===== config.mk =====
export PLATFORM = sky130hd
export DESIGN_NAME = level_sequencer_flat
export DESIGN_NICKNAME = d
export VERILOG_FILES = /design/src/rtl/level_sequencer_if.sv /design/src/rtl/level_sequencer.sv /design/src/flat_wrapper.sv
export SDC_FILE = /design/constraint.sdc
export NUM_CORES = 1
export LEC_CHECK = 0
export CORE_MARGIN = 2
export CORE_UTILIZATION = 59
export DETAILED_ROUTE_END_ITERATION = 8
export PLACE_DENSITY = 0.88
export SYNTH_ARGS = -nofsm -noshare
export SYNTH_HDL_FRONTEND = slang
export SYNTH_SLANG_ARGS = --single-unit

===== constraint.sdc =====
create_clock -name vga_clock -period 1.9 [get_ports vga_clock]
set_input_delay 0.19 -clock vga_clock [delete_from_list [all_inputs] [get_ports vga_clock]]
set_output_delay 0.19 -clock vga_clock [all_outputs]
set_load 0.005 [all_outputs]

===== src/rtl/level_sequencer_if.sv =====
// rtl/level_sequencer_if.sv - game-flow signals between the sequencer, the input wrapper and the level modules
interface level_sequencer_if #(
  parameter int IDX_W = 2
);
  logic             start_button;
  logic             level_win;
  logic             level_lose;
  logic             level_reset_n;
  logic [IDX_W-1:0] level_index;
  logic [3:0]       lives;
  logic [2:0]       screen_mode;
  logic             busy;

  modport master (
    input  start_button, level_win, level_lose,
    output level_reset_n, level_index, lives, screen_mode, busy
  );

  modport slave (
    output start_button, level_win, level_lose,
    input  level_reset_n, level_index, lives, screen_mode, busy
  );
endinterface


===== src/rtl/level_sequencer.sv =====
// rtl/level_sequencer.sv - sequences levels, lives and screens; drives the level modules' reset
module level_sequencer #(
  parameter int NUM_LEVELS    = 3,
  parameter int START_LIVES   = 3,
  parameter int LOAD_CYCLES   = 4,
  parameter int BANNER_CYCLES = 50_000_000
) (
  input  logic              vga_clock,
  input  logic              reset,
  level_sequencer_if.master bus
);

  localparam int IDX_W   = (NUM_LEVELS > 1) ? $clog2(NUM_LEVELS) : 1;
  localparam int MAX_CNT = (LOAD_CYCLES > BANNER_CYCLES) ? LOAD_CYCLES : BANNER_CYCLES;
  localparam int CNT_W   = $clog2(MAX_CNT + 1);

  localparam logic [IDX_W-1:0] LAST_LEVEL  = IDX_W'(NUM_LEVELS - 1);
  localparam logic [3:0]       LIVES_INIT  = 4'(START_LIVES);
  localparam logic [CNT_W-1:0] LOAD_LAST   = CNT_W'(LOAD_CYCLES - 1);
  localparam logic [CNT_W-1:0] BANNER_LAST = CNT_W'(BANNER_CYCLES - 1);

  typedef enum logic [2:0] {
    S_TITLE,
    S_LOAD,
    S_PLAY,
    S_WON,
    S_LOST,
    S_GAME_OVER,
    S_GAME_DONE
  } state_t;

  state_t           state, state_next;
  logic [CNT_W-1:0] cnt, cnt_next;
  logic [IDX_W-1:0] index, index_next;
  logic [3:0]       lives, lives_next;
  logic             rstn_q, rstn_next;
  logic             busy_q, busy_next;
  logic [2:0]       mode_q, mode_next;

  logic rst_meta, rst_n;
  logic btn_meta, btn_sync, btn_prev, start_pulse;

  // Assertion reaches everything at once; release is retimed to vga_clock
  always_ff @(posedge vga_clock or negedge reset) begin
    if (!reset) begin
      rst_meta <= 1'b0;
      rst_n    <= 1'b0;
    end else begin
      rst_meta <= 1'b1;
      rst_n    <= rst_meta;
    end
  end

  always_ff @(posedge vga_clock or negedge rst_n) begin
    if (!rst_n) begin
      btn_meta    <= 1'b0;
      btn_sync    <= 1'b0;
      btn_prev    <= 1'b0;
      start_pulse <= 1'b0;
    end else begin
      btn_meta    <= bus.start_button;
      btn_sync    <= btn_meta;
      btn_prev    <= btn_sync;
      start_pulse <= btn_sync & ~btn_prev;
    end
  end

  always_comb begin
    state_next = state;
    cnt_next   = cnt;
    index_next = index;
    lives_next = lives;
    case (state)
      S_TITLE, S_GAME_OVER, S_GAME_DONE: begin
        if (start_pulse) begin
          state_next = S_LOAD;
          cnt_next   = '0;
          index_next = '0;
          lives_next = LIVES_INIT;
        end
      end
      S_LOAD: begin
        if (cnt == LOAD_LAST) begin
          state_next = S_PLAY;
          cnt_next   = '0;
        end else begin
          cnt_next = cnt + 1'b1;
        end
      end
      S_PLAY: begin
        // cnt==0 marks the settle cycle, where flags may still be stale from the released level
        if (cnt == '0) begin
          cnt_next = CNT_W'(1);
        end else if (bus.level_win) begin
          state_next = S_WON;
          cnt_next   = '0;
        end else if (bus.level_lose) begin
          state_next = S_LOST;
          cnt_next   = '0;
          if (lives != 4'd0) lives_next = lives - 1'b1;
        end
      end
      S_WON: begin
        if (cnt == BANNER_LAST) begin
          cnt_next = '0;
          if (index == LAST_LEVEL) begin
            state_next = S_GAME_DONE;
          end else begin
            state_next = S_LOAD;
            index_next = index + 1'b1;
          end
        end else begin
          cnt_next = cnt + 1'b1;
        end
      end
      S_LOST: begin
        if (cnt == BANNER_LAST) begin
          cnt_next   = '0;
          state_next = (lives == 4'd0) ? S_GAME_OVER : S_LOAD;
        end else begin
          cnt_next = cnt + 1'b1;
        end
      end
      default: begin
        state_next = S_TITLE;
        cnt_next   = '0;
      end
    endcase

    rstn_next = (state_next == S_PLAY) || (state_next == S_WON) || (state_next == S_LOST);
    busy_next = !((state_next == S_TITLE) || (state_next == S_GAME_OVER) ||
                  (state_next == S_GAME_DONE));
    case (state_next)
      S_LOAD, S_PLAY: mode_next = 3'd1;
      S_WON:          mode_next = 3'd2;
      S_LOST:         mode_next = 3'd3;
      S_GAME_OVER:    mode_next = 3'd4;
      S_GAME_DONE:    mode_next = 3'd5;
      default:        mode_next = 3'd0;
    endcase
  end

  // Outputs are decoded from the next state so they change on the same edge as the state
  always_ff @(posedge vga_clock or negedge rst_n) begin
    if (!rst_n) begin
      state  <= S_TITLE;
      cnt    <= '0;
      index  <= '0;
      lives  <= LIVES_INIT;
      rstn_q <= 1'b0;
      busy_q <= 1'b0;
      mode_q <= 3'd0;
    end else begin
      state  <= state_next;
      cnt    <= cnt_next;
      index  <= index_next;
      lives  <= lives_next;
      rstn_q <= rstn_next;
      busy_q <= busy_next;
      mode_q <= mode_next;
    end
  end

  assign bus.level_reset_n = rstn_q;
  assign bus.level_index   = index;
  assign bus.lives         = lives;
  assign bus.screen_mode   = mode_q;
  assign bus.busy          = busy_q;

endmodule

===== src/flat_wrapper.sv =====
// flat-port wrapper written by rule: the top's interface ports become plain ports
module level_sequencer_flat 
#(
  parameter int NUM_LEVELS    = 3,
  parameter int START_LIVES   = 3,
  parameter int LOAD_CYCLES   = 4,
  parameter int BANNER_CYCLES = 50_000_000
)
  (vga_clock, reset, bus_start_button, bus_level_win, bus_level_lose, bus_level_reset_n, bus_level_index, bus_lives, bus_screen_mode, bus_busy);
  level_sequencer_if bus_i ();
  input  logic vga_clock;
  input  logic reset;
  input wire logic [$bits(bus_i.start_button)-1:0] bus_start_button;
  input wire logic [$bits(bus_i.level_win)-1:0] bus_level_win;
  input wire logic [$bits(bus_i.level_lose)-1:0] bus_level_lose;
  output wire logic [$bits(bus_i.level_reset_n)-1:0] bus_level_reset_n;
  output wire logic [$bits(bus_i.level_index)-1:0] bus_level_index;
  output wire logic [$bits(bus_i.lives)-1:0] bus_lives;
  output wire logic [$bits(bus_i.screen_mode)-1:0] bus_screen_mode;
  output wire logic [$bits(bus_i.busy)-1:0] bus_busy;
  assign bus_i.start_button = bus_start_button;
  assign bus_i.level_win = bus_level_win;
  assign bus_i.level_lose = bus_level_lose;
  assign bus_level_reset_n = bus_i.level_reset_n;
  assign bus_level_index = bus_i.level_index;
  assign bus_lives = bus_i.lives;
  assign bus_screen_mode = bus_i.screen_mode;
  assign bus_busy = bus_i.busy;
  level_sequencer #(.NUM_LEVELS(NUM_LEVELS), .START_LIVES(START_LIVES), .LOAD_CYCLES(LOAD_CYCLES), .BANNER_CYCLES(BANNER_CYCLES)) u_core (.vga_clock(vga_clock), .reset(reset), .bus(bus_i));
endmodule

==> results.toml <==
[timing]
rsz0062_at_grt = "yes"
max_freq_mhz = 386
slew_viol_final = 0
layout_setup_ws_ns = -0.694
period_needed_ns = 2.59
period_share = 1.37
slew_headroom = 0.614
fin_hold_ws_ns = 0.0260
hold_viol_final = 0
tightest_slew_ns = 0.579
setup_viol = 40
finClkSkew_ns = 0.00776
tns_ns = -22.65

[clock_network]
clkSlewWorstSetupHoldPaths_ns = 0.09
clk_path_buf_depth = 2
root_buffer = "clkbuf_8"
cts_buffers = 5
cts_tree = "built"
cts_hold_buf = 0
clk_latency_ns = 0.31
clock_sink_count = 46
h-tree-depth = 2

[synth]
synth_seq_area_share = 0.431
synth_cell_types = 51
syn_nets = 313
syn_area_sq_um = 2680
synth_cells = 304
ys_warn_count = 0
postSynthAreaPerCell_sq_um = 8.80
synth_edf_count = 0
async_flop_share = 1.00
ys.flop_type = "dfrtp_1"
synth-seq-cells = 46

[placement]
gp_congestion = 0.916
dp_hpwl_um = 5090
placed_cells = 439
portBuffers = 15

[global_route]
grt_max_degree = 45
antenna_found_initial = 0
first_global_vias = 2883
overflow = 0
track_usage = 0.338
grt_pass1_wl_um = 13400

[layout]
fillers = 249
nets = 410
n_antenna_cell = 0
drive_above_1_share = 0.316
multi_input_area_sq_um = 1490
most-common-layout-cells = "buf_4, dfrtp_1, nand2_1"
layout_commonest_cell = "buf_4"
stdcell_count = 454
ff_latch_area_sq_um = 1150
synthToLayoutAreaGrowth_pct = 40.5
utilization = 0.863

[detailed_routing]
drtAntennaViolNets = 0
routed_wl_um = 8780
drt-pass1-iter-count = 5
wl_met3_um = 718
vias_per_cell = 6.45
num_vias = 2928
wl_met2_um = 4370
drtIter0Drc = 292
m1WireLength_um = 3160
wire_per_inst_um = 19.3
highest_layer = "met4"
post-route-drc-count = 0

[run_status]
violations = "setup timing"
status = "finished with violations"

[worst_setup_path]
criticalPathCategory = "register to register"
crit_start = "u_core.cnt[24]$_DFFE_PN0P_"
worstPathMaxFanout = 23
r2r_start = "u_core.cnt[24]$_DFFE_PN0P_"
start_kind = "register"
setup.worst_path.end_class = "register"
cp.arrival_ns = 2.79
cp.required_ns = 2.10

[die]
fp.dieH_um = 71.3
ios = 16
placeableCoreArea_sq_um = 4350
die-area_sq_um = 5090
die_w_um = 71.3
fp-row-count = 24
initial_core_util = 0.614

[power_and_ir_drop]
leakage_nw = 1.55
powerDensity_nw_per_um2 = 438
power_mw = 1.64
ir_drop_v = 0.000385

[job]
drv_cap = 0

[worst_hold_path]
hp-class = "primary input to asynchronous set/reset pin"
sequential cells by signal (all words and copies together), names as in the netlist:
signal	flops
u_core.bus.level_reset_n	1
u_core.bus.busy	1
u_core.bus.screen_mode	3
u_core.bus.level_index	2
u_core.bus.lives	4
u_core.rst_meta	1
u_core.btn_prev	1
u_core.cnt	26
u_core.state	3
u_core.btn_sync	1
u_core.btn_meta	1
u_core.rst_n	1
u_core.start_pulse	1
area by class of cell:
type	count	area share
multi-input cells	231	0.397
flip-flops and latches	46	0.307
repair buffers	102	0.240
clock buffers	5	0.0183
well taps	52	0.0173
inverters	15	0.0150
clock inverters	3	0.00566
through the flow:
step	area [sq um]	worst slack, ns
2_1_floorplan	2710	-0.426
3_3_place_gp	3510	-0.471
3_5_place_dp	3510	-0.560
4_1_cts	3720	-0.544
5_1_grt	3760	-0.734
6_report	3760	-0.694
where the power goes:
part / switching (mW) / total, mW / internal, mW
registers: 0.00376 / 0.989 / 0.985
logic: 0.0240 / 0.0343 / 0.0103
clock network: 0.362 / 0.622 / 0.259
Yosys cell counts (3+ instances only):
library cell | instances | area share
dfrtp_1 | 44 | 0.41
nand2_1 | 34 | 0.048
o21ai_0 | 21 | 0.039
nand3_1 | 19 | 0.036
nor2_1 | 18 | 0.025
o31ai_1 | 18 | 0.051
inv_1 | 15 | 0.021
nor4_1 | 13 | 0.030
o21ai_1 | 12 | 0.022
nor2b_1 | 11 | 0.026
a21oi_1 | 9 | 0.017
and3_1 | 6 | 0.014
nand2b_1 | 6 | 0.014
and2_1 | 5 | 0.012
clkbuf_1 | 5 | 0.0070
a21o_1 | 4 | 0.011
ha_1 | 4 | 0.019
or4_1 | 4 | 0.011
a211oi_1 | 3 | 0.0084
buf_2 | 3 | 0.0056
nor3_1 | 3 | 0.0056
o41ai_1 | 3 | 0.0098
or2_2 | 3 | 0.0070
xnor2_1 | 3 | 0.0098
worst paths after layout:
kind | endpoint | slack [ns] | cells after the start
max | u_core.cnt[15]$_DFFE_PN0P_ | -0.69 | 9
min | u_core.rst_n$_DFF_PN0_ | 0.03 | 1
max reg2reg | u_core.cnt[15]$_DFFE_PN0P_ | -0.69 | 9
min reg2reg | u_core.cnt[17]$_DFFE_PN0P_ | 0.35 | 1
max in group asynchronous | u_core.cnt[9]$_DFFE_PN0P_ | 1.15 | 1
min in group vga_clock | u_core.btn_meta$_DFF_PN0_ | 0.33 | 1
layer usage:
metal,vias to the layer above,track usage
li1,1295,-
met2,190,0.612
met4,0,0.187
met5,-,0
met3,63,0.0619
met1,1380,0.372
critical path, cell delays in order, from the launching register on:
cell and delay (ns):
dfrtp_1 0.39, or4_4 0.58, buf_4 0.17, nor2_1 0.23
a311oi_1 0.14, buf_4 0.17, nor3_4 0.24, buf_12 0.20
o21ai_0 0.14, a21o_1 0.22
repair_timing:
action | CTS | global route
setup endpoints to repair | 40 | 40
cloned | 2 | 0
gates resized for setup | 10 | 6
pin swaps | 2 | 5
endpoints found under the hold margin | 0 | 0
setup buffers | 4 | 1
cell families after synthesis:
group | after synthesis | synth area share
buf+inv | 27 | 0.0477
mux | 1 | 0.00374
flops | 46 | 0.431
fa+ha+maj | 4 | 0.0187
xor+xnor | 4 | 0.0131
simple gates | 137 | 0.277
compound gates | 84 | 0.207
other cells | 1 | 0.00140
No activity file was read; power rests on OpenSTA's default activity.
